File: config.mk
export PLATFORM = sky130hd
export DESIGN_NAME = fifo_rd_stream
export DESIGN_NICKNAME = d
export VERILOG_FILES = /design/src/rtl/fifo_pkg.sv /design/src/rtl/stream_buf.sv /design/src/rtl/fifo_rd_stream.sv
export SDC_FILE = /design/constraint.sdc
export NUM_CORES = 1
export LEC_CHECK = 0
export CORE_MARGIN = 2
export CORE_UTILIZATION = 47
export CTS_CLUSTER_SIZE = 10
export DETAILED_ROUTE_END_ITERATION = 12
export PLACE_DENSITY = 0.76
export SETUP_SLACK_MARGIN = 0.05
export SLEW_MARGIN = 25
export SYNTH_ARGS = -nofsm -noshare
export SYNTH_HDL_FRONTEND = slang
export SYNTH_SLANG_ARGS = --single-unit
File: constraint.sdc
create_clock -name clk -period 2 [get_ports clk]
set_input_delay 0.4 -clock clk [delete_from_list [all_inputs] [get_ports clk]]
set_output_delay 0.4 -clock clk [all_outputs]
set_load 0.01 [all_outputs]
File: src/rtl/fifo_pkg.sv
// Shared definitions for the FIFO read-side blocks.
package fifo_pkg;

    // Registered read latency of the upstream spram_fifo; the read adapter
    // is built around exactly one cycle between ren and valid rdata.
    localparam int FIFO_RD_LATENCY = 1;

    // Width needed to count 0..depth inclusive.
    function automatic int lvl_width(input int depth);
        return $clog2(depth + 1);
    endfunction

endpackage

File: src/rtl/stream_buf.sv
// Small circular prefetch store: push writes at wr_ptr, pop advances rd_ptr,
// occ tracks the number of held words. Head word is always on dout.
module stream_buf
    import fifo_pkg::*;
#(
    parameter int DATA_WIDTH = 8,
    parameter int BUF_DEPTH  = 2,
    parameter int LVL_WIDTH  = lvl_width(BUF_DEPTH)
) (
    input  logic                  clk,
    input  logic                  rst_n,
    input  logic                  push,
    input  logic                  pop,
    input  logic [DATA_WIDTH-1:0] din,
    output logic [DATA_WIDTH-1:0] dout,
    output logic [LVL_WIDTH-1:0]  occ
);

    localparam int PTR_W = (BUF_DEPTH > 1) ? $clog2(BUF_DEPTH) : 1;
    localparam logic [PTR_W-1:0] LAST_PTR = PTR_W'(BUF_DEPTH - 1);

    logic [DATA_WIDTH-1:0] mem [BUF_DEPTH];
    logic [PTR_W-1:0]      wr_ptr;
    logic [PTR_W-1:0]      rd_ptr;
    logic [LVL_WIDTH-1:0]  occ_q;

    // Pointers wrap explicitly so non-power-of-two depths work too.
    function automatic logic [PTR_W-1:0] ptr_inc(input logic [PTR_W-1:0] p);
        return (p == LAST_PTR) ? '0 : p + PTR_W'(1);
    endfunction

    // Storage: cleared on reset so the head word reads 0 when empty.
    always_ff @(posedge clk) begin
        if (!rst_n) begin
            for (int i = 0; i < BUF_DEPTH; i++) begin
                mem[i] <= '0;
            end
        end else if (push) begin
            mem[wr_ptr] <= din;
        end
    end

    // Pointer and occupancy bookkeeping; push+pop together leaves occ alone.
    always_ff @(posedge clk) begin
        if (!rst_n) begin
            wr_ptr <= '0;
            rd_ptr <= '0;
            occ_q  <= '0;
        end else begin
            if (push) begin
                wr_ptr <= ptr_inc(wr_ptr);
            end
            if (pop) begin
                rd_ptr <= ptr_inc(rd_ptr);
            end
            case ({push, pop})
                2'b10:   occ_q <= occ_q + LVL_WIDTH'(1);
                2'b01:   occ_q <= occ_q - LVL_WIDTH'(1);
                default: occ_q <= occ_q;
            endcase
        end
    end

    // Head word and occupancy straight from registers.
    always_comb begin
        dout = mem[rd_ptr];
        occ  = occ_q;
    end

endmodule

File: src/rtl/fifo_rd_stream.sv
// Read-side adapter for spram_fifo: issues ren on credit, absorbs the
// one-cycle read latency in a prefetch buffer, presents a valid/ready stream.
//
// Output handshake: a word transfers on a rising edge where m_valid and
// m_ready are both high. m_valid never depends on m_ready, and once raised
// m_valid and m_data stay stable until the transfer happens.
module fifo_rd_stream
    import fifo_pkg::*;
#(
    parameter int DATA_WIDTH = 8,
    parameter int BUF_DEPTH  = 2,
    parameter int LVL_WIDTH  = lvl_width(BUF_DEPTH)
) (
    input  logic                  clk,
    input  logic                  rst_n,
    output logic                  fifo_ren,
    input  logic                  fifo_empty,
    input  logic [DATA_WIDTH-1:0] fifo_rdata,
    output logic                  m_valid,
    input  logic                  m_ready,
    output logic [DATA_WIDTH-1:0] m_data,
    output logic [LVL_WIDTH-1:0]  level
);

    // The credit scheme only covers a single cycle of read latency, and one
    // word per cycle needs a slot for the held word plus the in-flight one.
    if (FIFO_RD_LATENCY != 1 || BUF_DEPTH < 2) begin : g_bad_cfg
        $error("fifo_rd_stream: needs FIFO_RD_LATENCY == 1 and BUF_DEPTH >= 2");
    end

    logic                 inflight;
    logic                 pop;
    logic [LVL_WIDTH-1:0] occ;
    logic [LVL_WIDTH:0]   credit;

    // Credit check: words held plus the one landing this edge, minus the one
    // leaving, must leave room for the word a new ren would bring next cycle.
    always_comb begin
        m_valid  = (occ != '0);
        pop      = m_valid && m_ready;
        credit   = {1'b0, occ}
                 + {{LVL_WIDTH{1'b0}}, inflight}
                 - {{LVL_WIDTH{1'b0}}, pop};
        fifo_ren = rst_n && !fifo_empty && (credit < (LVL_WIDTH + 1)'(BUF_DEPTH));
        level    = occ;
    end

    // inflight marks that fifo_rdata carries a real word this cycle.
    always_ff @(posedge clk) begin
        if (!rst_n) begin
            inflight <= 1'b0;
        end else begin
            inflight <= fifo_ren;
        end
    end

    stream_buf #(
        .DATA_WIDTH (DATA_WIDTH),
        .BUF_DEPTH  (BUF_DEPTH),
        .LVL_WIDTH  (LVL_WIDTH)
    ) u_buf (
        .clk   (clk),
        .rst_n (rst_n),
        .push  (inflight),
        .pop   (pop),
        .din   (fifo_rdata),
        .dout  (m_data),
        .occ   (occ)
    );

endmodule

==> out/metrics.cfg <==
[synthesis]
synth_top_area_cell=edfxtp_1
syn_area_per_cell_um2=11.3
ys_ff_latch=22
yosys-top-cells-count=17 x nor2_1, 16 x edfxtp_1, 15 x nand2_1
yosysMostFrequentCell=nor2_1
seq_area_frac_synth_pct=60.5
synth_edf_count=16
async_flop_share_pct=0
synth_top_area_share_pct=48.4
synth_area_leaders=edfxtp_1 48%, dfxtp_1 12%, mux2_1 9.1%, nor2_1 6.4%, nand2_1 5.7%
yosys_warnings=0
synthFlopType=edfxtp_1
synth_area_um2=992
syn_inst=88
ys_types=21
synth_nets=101

[timing]
setup_viol=1
period_share_pct=112
rsz0062_at_grt=true
clock_skew_ps=4.76
hold_viol=0
max_slew_margin_pct=74.5
drv_slew=0
fmax_mhz=447
whs_ps=506
tightest_slew_ps=382
fin_ws_ps=-236
min_period_ps=2240

[grt]
overflow=0
antenna_found_initial=0
met3_usage_pct=3.33
grtUsageMet2_pct=30.4
grt_util_met1_pct=21.6
grt_max_degree=17
top_usage_layer=met2
grt_usage_pct=17.4
grt_pass1_vias=723
grt_pass1_wl_um=3260

[placement]
portBuffers=23
gp_congestion=0.723
dp.final_hpwl_um=1310
pre_cts_slack_ps=-938

[hold_path]
hold_path.class=reg -> reg
hp-start=u_buf.wr_ptr

[clock_network]
clk_pin_slew_worst_paths_ps=120
cts_made_buffers=3
cts_tree=yes
root_buffer=clkbuf_4
numClockSinks=22
clock_latency_ps=300
cts-htree-levels=1
clock_path_buffers=2

[cells_and_area]
fillers=151
antennaDiodeCount=0
nets=136
drive_above_1_share_pct=18.9
syn_to_final_growth_pct=39.5
final_util_pct=69.8

[power]
vdd_drop_max_mv=0.534
power.leakage_nw=0.615
power.density_nw_per_um2=722
power.total_uw=999

[setup_path]
cp_max_fo=2
cp.arrival_ps=1840
cp.required_ps=1600
r2r-start=u_buf.occ[0]
crit_path_start=u_buf.occ[0]
path_class=reg -> out
worstSetupEndpointType=primary output
cp-start-kind=flop

[status]
violations=negative setup slack
status=finished with violations

[drt]
wire_per_inst_um=12.6
first_pass_iters=4
drc=0
vias=734
finalWirelength_um=1870
drtAntennaViolNets=0
via_per_inst=4.93
drtIter0Drc=15

[die]
core_um2=1980
die_x_um=49.9
num_rows=16
die_h_um=49.9
die_area_um2=2490
ios=24
initial_core_util_pct=50.1

[run]
max_cap_viol_count=0

registers in the layout (all words and copies together) (netlist names), named ones only:
| signal | cells |
|---|---|
| inflight | 1 |
| u_buf.mem | 16 |
| u_buf.occ | 2 |
| u_buf.rd_ptr | 1 |
| u_buf.wr_ptr | 1 |
repair_timing:
action | 4_1_cts | 5_1_grt
setup endpoints to repair | 10 | 7
gates cloned | 0 | 0
hold buffers | 0 | 0
resized for setup | 11 | 4
pin swaps | 1 | 0
setup buffers | 1 | 3
per-layer routing:
| metal | routed length (µm) | vias up |
|---|---|---|
| li1 | - | 365 |
| met1 | 838 | 345 |
| met2 | 931 | 22 |
| met3 | 88 | 2 |
| met4 | 13 | 0 |
| met5 | 0 | - |
cell type report:
class | count | area (µm²) | share of cell area [%]
clock buffers | 3 | 22.5 | 1.63
clock inverters | 1 | 30.0 | 2.17
inverters | 1 | 3.75 | 0.271
multi-input cells | 61 | 373 | 26.9
flip-flops and latches | 22 | 607 | 43.9
well taps | 27 | 33.8 | 2.44
repair buffers | 34 | 314 | 22.7
critical path, stage by stage, from the launching register on:
cell and delay [ps]:
dfxtp_2 380, mux2i_2 230, nand2_1 90, fa_1 380, xor2_1 170, nor3_2 150, buf_2 140
stage by stage:
step	TNS (ps)	std cells	cell area, µm²
final	-236	149	1380
after global placement	-1010	141	1300
after floorplan	0	88	1000
after CTS	-262	146	1350
after global routing	-349	149	1380
after detailed placement	-1130	141	1300
worst paths after layout:
check                 endpoint  cells past startpoint  slack [ps]
setup / recovery      fifo_ren                      6        -240
hold / removal    u_buf.wr_ptr                      2         510
setup reg to reg      inflight                      6         420
hold reg to reg   u_buf.wr_ptr                      2         510
cell families after synthesis:
| kind of cell | count (synthesis) | synth area share [%] |
|---|---|---|
| AND/OR/NAND/NOR | 44 | 19.5 |
| flip-flops | 22 | 60.5 |
| multiplexers | 10 | 11.5 |
| buffers and inverters | 5 | 2.40 |
| AO/OA/AOI/OAI | 4 | 2.27 |
| XOR/XNOR | 2 | 1.77 |
| adder cells (fa/ha/maj) | 1 | 2.02 |
report_power, final:
part | total (mW) | switching, mW | internal [mW]
sequential | 0.524 | 0.00976 | 0.515
combinational | 0.143 | 0.0631 | 0.0794
clock | 0.333 | 0.130 | 0.203
cells in the final DEF (no fill, tap or decap), types with 2 or more instances in the layout:
master,synthesis,routed
a21oi_1,2,2
and2_1,2,2
buf_4,0,11
clkbuf_4,0,3
clkdlybuf4s50_1,0,14
dfxtp_1,6,3
dfxtp_2,0,2
dlygate4sd2_1,0,3
dlymetal6s2s_1,0,4
edfxtp_1,16,16
mux2_1,8,8
nand2_1,15,15
nand2b_1,4,4
nor2_1,17,17
nor3_1,3,2
Power figures use the tool's default switching activity.
